### src/rtl/mem_xchg_pkg.sv
// Shared definitions for the memory exchange engine.
// Holds the command opcodes and the engine FSM state encoding.
package mem_xchg_pkg;

    localparam logic [1:0] OP_SWAP  = 2'b00;
    localparam logic [1:0] OP_COPY  = 2'b01;
    localparam logic [1:0] OP_CLEAR = 2'b10;

    typedef enum logic [1:0] {
        IDLE = 2'b00,
        CAP  = 2'b01,
        WR_A = 2'b10,
        WR_B = 2'b11
    } state_t;

endpackage

### src/rtl/mem_regfile.sv
// Small register-file storage for the exchange engine.
// Ports:
//   clk, rst          clock and asynchronous active-high reset (clears all words)
//   w_en/w_addr/w_data single write port
//   a_addr -> a_data  combinational read port (operand A)
//   b_addr -> b_data  combinational read port (operand B)
//   r_addr -> r_data  combinational read port (external observation)
module mem_regfile
    import mem_xchg_pkg::*;
#(
    parameter int N    = 3,
    parameter int BITS = 8
) (
    input  logic            clk,
    input  logic            rst,
    input  logic            w_en,
    input  logic [N-1:0]    w_addr,
    input  logic [BITS-1:0] w_data,
    input  logic [N-1:0]    a_addr,
    output logic [BITS-1:0] a_data,
    input  logic [N-1:0]    b_addr,
    output logic [BITS-1:0] b_data,
    input  logic [N-1:0]    r_addr,
    output logic [BITS-1:0] r_data
);

    localparam int DEPTH = 1 << N;

    logic [BITS-1:0] mem [DEPTH];

    always_ff @(posedge clk or posedge rst) begin
        if (rst) begin
            for (int i = 0; i < DEPTH; i++) begin
                mem[i] <= '0;
            end
        end else if (w_en) begin
            mem[w_addr] <= w_data;
        end
    end

    assign a_data = mem[a_addr];
    assign b_data = mem[b_addr];
    assign r_data = mem[r_addr];

endmodule

### src/rtl/mem_xchg_engine.sv
// Memory exchange engine: SWAP / COPY / CLEAR on a small register file.
// Ports:
//   clk, rst                   clock and asynchronous active-high reset
//   w_en, w_addr, w_data       external write, honoured only while idle
//   r_addr -> r_data           combinational read of the memory
//   cmd_valid, cmd_ready       command handshake (cmd_ready = ~busy)
//   cmd_op, A_addr, B_addr     opcode and operand addresses
//   busy                       command in progress
//   done, err                  one-cycle completion pulse / illegal opcode flag
//
// state | meaning
// IDLE  | waiting for a command, external writes allowed
// CAP   | capture tmp_a = mem[A], tmp_b = mem[B]; decode opcode
// WR_A  | write tmp_b (SWAP) or zero (CLEAR) to mem[A]
// WR_B  | write tmp_a to mem[B]
module mem_xchg_engine
    import mem_xchg_pkg::*;
#(
    parameter int N    = 3,
    parameter int BITS = 8
) (
    input  logic            clk,
    input  logic            rst,
    input  logic            w_en,
    input  logic [N-1:0]    w_addr,
    input  logic [BITS-1:0] w_data,
    input  logic [N-1:0]    r_addr,
    output logic [BITS-1:0] r_data,
    input  logic            cmd_valid,
    output logic            cmd_ready,
    input  logic [1:0]      cmd_op,
    input  logic [N-1:0]    A_addr,
    input  logic [N-1:0]    B_addr,
    output logic            busy,
    output logic            done,
    output logic            err
);

    state_t          state, state_next;
    logic [1:0]      op;
    logic [N-1:0]    addr_a, addr_b;
    logic [BITS-1:0] tmp_a, tmp_b;
    logic [BITS-1:0] rd_a, rd_b;
    logic            done_next, err_next;
    logic            accept;

    logic            fsm_we;
    logic [N-1:0]    fsm_addr;
    logic [BITS-1:0] fsm_data;

    logic            mem_we;
    logic [N-1:0]    mem_addr;
    logic [BITS-1:0] mem_data;

    assign busy      = (state != IDLE);
    assign cmd_ready = ~busy;
    assign accept    = cmd_valid && (state == IDLE);

    // The FSM only writes outside IDLE and external writes only land in IDLE,
    // so the two sources never compete for the port.
    assign mem_we   = fsm_we | (w_en & ~busy);
    assign mem_addr = fsm_we ? fsm_addr : w_addr;
    assign mem_data = fsm_we ? fsm_data : w_data;

    mem_regfile #(
        .N    (N),
        .BITS (BITS)
    ) u_regfile (
        .clk    (clk),
        .rst    (rst),
        .w_en   (mem_we),
        .w_addr (mem_addr),
        .w_data (mem_data),
        .a_addr (addr_a),
        .a_data (rd_a),
        .b_addr (addr_b),
        .b_data (rd_b),
        .r_addr (r_addr),
        .r_data (r_data)
    );

    always_ff @(posedge clk or posedge rst) begin
        if (rst) begin
            state  <= IDLE;
            op     <= OP_SWAP;
            addr_a <= '0;
            addr_b <= '0;
            tmp_a  <= '0;
            tmp_b  <= '0;
            done   <= 1'b0;
            err    <= 1'b0;
        end else begin
            state <= state_next;
            done  <= done_next;
            err   <= err_next;
            if (accept) begin
                op     <= cmd_op;
                addr_a <= A_addr;
                addr_b <= B_addr;
            end
            // Capturing both operands before any write keeps A==B and SWAP safe.
            if (state == CAP) begin
                tmp_a <= rd_a;
                tmp_b <= rd_b;
            end
        end
    end

    always_comb begin
        state_next = state;
        done_next  = 1'b0;
        err_next   = 1'b0;
        fsm_we     = 1'b0;
        fsm_addr   = addr_a;
        fsm_data   = '0;
        case (state)
            IDLE: begin
                if (accept) begin
                    state_next = CAP;
                end
            end
            CAP: begin
                case (op)
                    OP_SWAP:  state_next = WR_A;
                    OP_CLEAR: state_next = WR_A;
                    OP_COPY:  state_next = WR_B;
                    default: begin
                        state_next = IDLE;
                        done_next  = 1'b1;
                        err_next   = 1'b1;
                    end
                endcase
            end
            WR_A: begin
                fsm_we   = 1'b1;
                fsm_addr = addr_a;
                fsm_data = (op == OP_SWAP) ? tmp_b : '0;
                if (op == OP_SWAP) begin
                    state_next = WR_B;
                end else begin
                    state_next = IDLE;
                    done_next  = 1'b1;
                end
            end
            WR_B: begin
                fsm_we     = 1'b1;
                fsm_addr   = addr_b;
                fsm_data   = tmp_a;
                state_next = IDLE;
                done_next  = 1'b1;
            end
            default: state_next = IDLE;
        endcase
    end

endmodule
### config.mk
export PLATFORM = sky130hd
export DESIGN_NAME = mem_xchg_engine
export DESIGN_NICKNAME = d
export VERILOG_FILES = /design/src/rtl/mem_xchg_pkg.sv /design/src/rtl/mem_regfile.sv /design/src/rtl/mem_xchg_engine.sv
export SDC_FILE = /design/constraint.sdc
export NUM_CORES = 1
export LEC_CHECK = 0
export CORE_ASPECT_RATIO = 1.2
export CORE_UTILIZATION = 45
export DETAILED_ROUTE_END_ITERATION = 6
export PLACE_DENSITY = 0.73
export SLEW_MARGIN = 20
export SYNTH_ARGS = -nofsm -noshare
export SYNTH_HDL_FRONTEND = slang
export SYNTH_SLANG_ARGS = --single-unit
### constraint.sdc
create_clock -name clk -period 5.8 [get_ports clk]
set_input_delay 0.58 -clock clk [delete_from_list [all_inputs] [get_ports clk]]
set_output_delay 0.58 -clock clk [all_outputs]
set_load 0.01 [all_outputs]
Yosys cells after proc, flatten, opt, wreduce, memory -nomap -nowiden
Cells that the tools add are included.
Word-level totals
  bits in registers: 92
  input bits: 26
  output and inout port bits: 12
  logic and storage cells: 68
Cells by class
  order comparisons: 5
  equal/unequal tests: 6
  mux-type cells: 26
  bitwise logic cells: 7
  reductions and logical operators: 8
Operator list (number)
  8-bit binary-select mux with 3-bit select: 3
  8-bit two-way mux: 9
  64-bit bitwise mux: 1
  8-bit demux with 3-bit select: 1
  4-bit greater-or-equal comparator, second input constant: 4
  3-bit inverter with 4-bit output: 4
  8-bit one-hot mux with 2 select lines: 1
  2-bit one-hot mux with 4 select lines: 1
  2-bit == test, second input constant: 3
  3-bit two-way mux: 2
  2-bit by 1-bit == test with 1-bit output, second input constant: 2
  2-bit zero test: 2
  4-bit by 1-bit less-than comparator with 1-bit output, second input constant: 1
  1-bit two-way mux: 4
  2-bit two-way mux: 2
  2-bit one-hot mux with 2 select lines: 1
  2-bit OR reduction: 2
  1-bit one-hot mux with 3 select lines: 1
  3-bit OR reduction: 1
  1-bit logical AND: 2
  2-bit inequality test, second input constant: 1
  2-bit nonzero test: 1
  1-bit bitwise AND: 1
  1-bit inverter: 1
  1-bit OR: 1

Logic depth before layout (Yosys ltp)
  depth in word-level cells: 10
  mapped depth: 6
  mapped depth without buffers: 4

Hierarchy
From an unflattened synthesis, not the netlist that was laid out.
Unflattened totals
  cell total of the unflattened synthesis: 339
  area, all modules: 5445.2 um^2
By module, submodules not included
  mem_regfile: times used 1, cells each 231, area each 4082.7 um^2, sequential area each 1601.5 um^2
  mem_xchg_engine: times used 1, cells each 108, area each 1362.6 um^2, sequential area each 700.7 um^2

Worst setup path after synthesis
OpenSTA, ideal clock, no wires.
  path type: in2out
  start: in r_addr[0]
  end: out r_data[0]
  data arrival time: 1.904 ns
  required time: 5.220 ns
  path slack: 3.316 ns
  cell stages on the path: 4
  buffers on the path: 2
  cells stage by stage: buf_2 -> buf_2 -> mux4_2 -> mux2_2
On the way
  cells in the longest elaborated chain, start to end: 4
Ends and longest elaborated chain
  start: declaration: RTL line mem_xchg_engine.sv:27  | input logic [N-1:0] r_addr,
  3-bit inverter with 4-bit output (implied by the code): RTL line mem_regfile.sv:43  | assign r_data = mem[r_addr];
  8-bit binary-select mux with 3-bit select: RTL line mem_regfile.sv:43
  8-bit two-way mux (implied by the code) (2 in series): RTL line mem_regfile.sv:43
  end: declaration: RTL line mem_xchg_engine.sv:28  | output logic [BITS-1:0] r_data,
Every way passes these cells. The select of a mux whose other input is x is not followed.

Worst setup path after layout
  start: in r_addr[1]
  end: out r_data[7]
The elaborated chain is that of the path after synthesis.

==> flow_summary_export.csv <==
group,metric,value,unit
outcome,status,"complete, no violations",
clocking,clk_root_buffer_cell,"clkbuf_16",
finish,antenna-diode-count,0,
finish,drive_above_1_share,0.3995,
critical_path,crit_path_end_kind,"output pin",
critical_path,worst_path_dominant_cell_family,"buffers and inverters",
timing,final_max_slew_viol_count,0,
clocking,clkSinkCount,92,
critical_path,worst_ep_arrival_time,3.01,ns
timing,final_critical_path_setup_slack,2.209,ns
timing,max_clock_freq,278.4,MHz
clocking,clk_pin_slew_worst_paths,0.06,ns
die,dieHeight,119.4,um
die,row_cnt,42,
timing,worst_hold_slack,0.4778,ns
placement,hpwl,7672,um
clocking,cts_tree,"yes",
route,maxUsedRoutingLayer,"met4",
critical_path,crit_top_cell,"clkdlybuf4s50_1",
synthesis,post_synth_num_cell_types,33,
timing,setup_repair_after_global_routing_missed_its_margin,"false",
timing,min_period_over_period,0.6192,
clocking,tritoncts.num_buffers,9,
clocking,postCtsSetupBuffers,0,
timing,setup_viol,0,
die,initial_core_util,0.4664,
global_routing,first_global_vias,3389,
global_routing,grt_pass1_wl,19150,um
synthesis,synth_top_cells_by_count,"dfrtp_1, mux2_2, mux4_2, nand2_1",
synthesis,postSynth.topFlopCell,"dfrtp_1",
finish,final_util,0.5383,
power,power_leakage,2.463,nW
placement,pre_cts_slack,2.001,ns
finish,nets,409,
finish,area.growth.synth_to_final,15.41,%
clocking,postCtsResizedCells,0,
critical_path,worst_path_largest_cell_delay,1.08,ns
timing,final_hold_viol_count,0,
route,postRouteWirelength,12060,um
critical_path,path_buf_inv,2,
route,routed_wire_length_per_instance,22.25,um
route,met3_length,551,um
finish,n_fill_cell,921,
timing,finClkSkew,0.005006,ns
route,via_count,3327,
finish,seq_area,2302,um2
power,worst_supply_voltage_drop_on_vdd,0.1765,mV
placement,port_buffers,37,
synthesis,netlist_instances,354,
route,antenna_left,0,
finish,area_used_by_multi_input_combinational_logic,2740,um2
critical_path,worst_path_max_delay_cell,"clkdlybuf4s50_1",
route,met2_wirelength,6197,um
route,drtPass1Iterations,4,
placement,finalWeightedCongestion,0.7504,
synthesis,synth_enable_flop_cells,0,
die,i_o_pins,38,
timing,timing.max_slew.rel_slack,0.2501,
critical_path,timing.setup.critical_path_class,"in -> out",
global_routing,globalRouteOverflowTotal,0,
route,drc,0,
flow_run,max_cap_viol_count,0,
global_routing,grt_usage,0.2213,
global_routing,grt_max_degree,54,
route,vias_per_cell,6.138,
die,floorplan.die.width,99.86,um
timing,finalCriticalPeriod,3.591,ns
critical_path,ordered_list_of_cells_on_the_worst_path,"clkdlybuf4s50_1 > mux4_2 > mux2_2 > clkdlybuf4s50_1",
hold_path,min-delay-path-class,"reg -> reg",
synthesis,syn-cell-area,5171,um2
clocking,clkLatencyLatePin,0.34,ns
die,die_area,11930,um2
global_routing,antenna_violations_before_repair,0,
synthesis,postSynthAreaPerCell,14.61,um2
route,m1WireLength,4910,um
synthesis,synthTopCellsByArea,"dfrtp_1, mux4_2, mux2_2, mux2i_1, o21ai_0",
critical_path,worst-endpoint-required,5.22,ns
synthesis,synth-seq-area-share,0.4452,
synthesis,synth_largest_area_cell,"dfrtp_1",
synthesis,synth_fp_nets,380,
die,fp.coreArea,11090,um2
synthesis,netlist.area_leader.share,0.4452,
timing,worst_pin_slew,1.116,ns
route,detailedRoute.firstIterationViolations,204,
clocking,clk_path_buf_depth,2,
synthesis,post-synth-top-count-cell,"dfrtp_1",
synthesis,ys_warn_count,0,
clocking,cts_htree_levels,3,
timing,setup_tns,0,ns
critical_path,critPathMaxFanout,16,
critical_path,start_kind,"input port",
power,power_density,577.5,nW/um2
clocking,hold_bufs_inserted_after_cts,0,
synthesis,postSynth.asyncResetShare,1.000,
synthesis,synth-seq-cells,92,
==> placed cells by master (no fill, tap or decap), drive strengths merged, types with 2 or more instances in the layout <==
cell type,count
a211oi,4
a21o,3
a21oi,6
a221o,7
and2,2
and3,7
buf,6
clkbuf,13
clkdlybuf4s50,36
clkinv,4
dfrtp,92
inv,2
mux2,79
mux2i,18
mux4,48
nand2,21
nand2b,2
nor2,7
o211ai,4
o21ai,18
==> final timing paths <==
check / from / endpoint / slack, ns / cells past startpoint
worst min register to register: tmp_a[2]$_DFFE_PP0P_ / tmp_a[2]$_DFFE_PP0P_ / 0.48 / 2
min in group asynchronous: rst / addr_a[1]$_DFFE_PP0P_ / 0.64 / 2
max in group asynchronous: rst / u_regfile.mem[29]$_DFFE_PP0P_ / 4.03 / 3
worst max register to register: state[1]$_DFFE_PP0P_ / state[1]$_DFFE_PP0P_ / 2.93 / 4
worst min-delay path: tmp_a[2]$_DFFE_PP0P_ / tmp_a[2]$_DFFE_PP0P_ / 0.48 / 2
worst max-delay path: r_addr[1] / r_data[7] / 2.21 / 4
==> registers in the layout, indices dropped and copies added (netlist names) <==
name / flops
op: 2
err: 1
done: 1
addr_a: 3
tmp_b: 8
tmp_a: 8
u_regfile.mem: 64
state: 2
addr_b: 3
==> power by group <==
group	internal, mW	total (mW)	switching, mW
logic	0.913	1.59	0.678
clock network	0.369	0.608	0.239
registers	0.934	1.25	0.314
total	2.22	3.45	1.23
==> final cells by class <==
class | instances | share of cell area
Timing Repair Buffer | 42 | 0.06751
Multi-Input combinational cell | 234 | 0.4591
Tap cell | 154 | 0.03229
Clock inverter | 3 | 0.007338
Inverter | 4 | 0.002725
Clock buffer | 13 | 0.04528
Sequential cell | 92 | 0.3857
==> layer usage <==
layer | up-vias | GRT usage
li1 | 1448 | -
met1 | 1761 | 0.2865
met2 | 96 | 0.3651
met3 | 22 | 0.02641
met4 | 0 | 0.1140
met5 | - | 0
==> worst reg2reg max path, stage by stage (launching register included) <==
cell and delay (ns):
dfrtp_1 0.83, clkinv_1 0.54, nand2_1 0.93, o21ai_0 0.23, o2bb2ai_1 0.18
==> metrics by stage <==
| stage | total power [mW] | cells | cell area, um2 |
|---|---|---|---|
| global route | 3.648 | 542 | 5968 |
| finish | 3.446 | 542 | 5968 |
| detailed placement | 2.845 | 526 | 5659 |
| global placement | 2.787 | 526 | 5659 |
| CTS | 3.461 | 542 | 5973 |
| floorplan | 2.408 | 354 | 5171 |
==> logic make-up after synthesis <==
logic type	synth area share
mux	0.4159
flops	0.4452
compound gates	0.07501
simple gates	0.03896
buf+inv	0.02492
No activity file was read; power rests on OpenSTA's default activity.
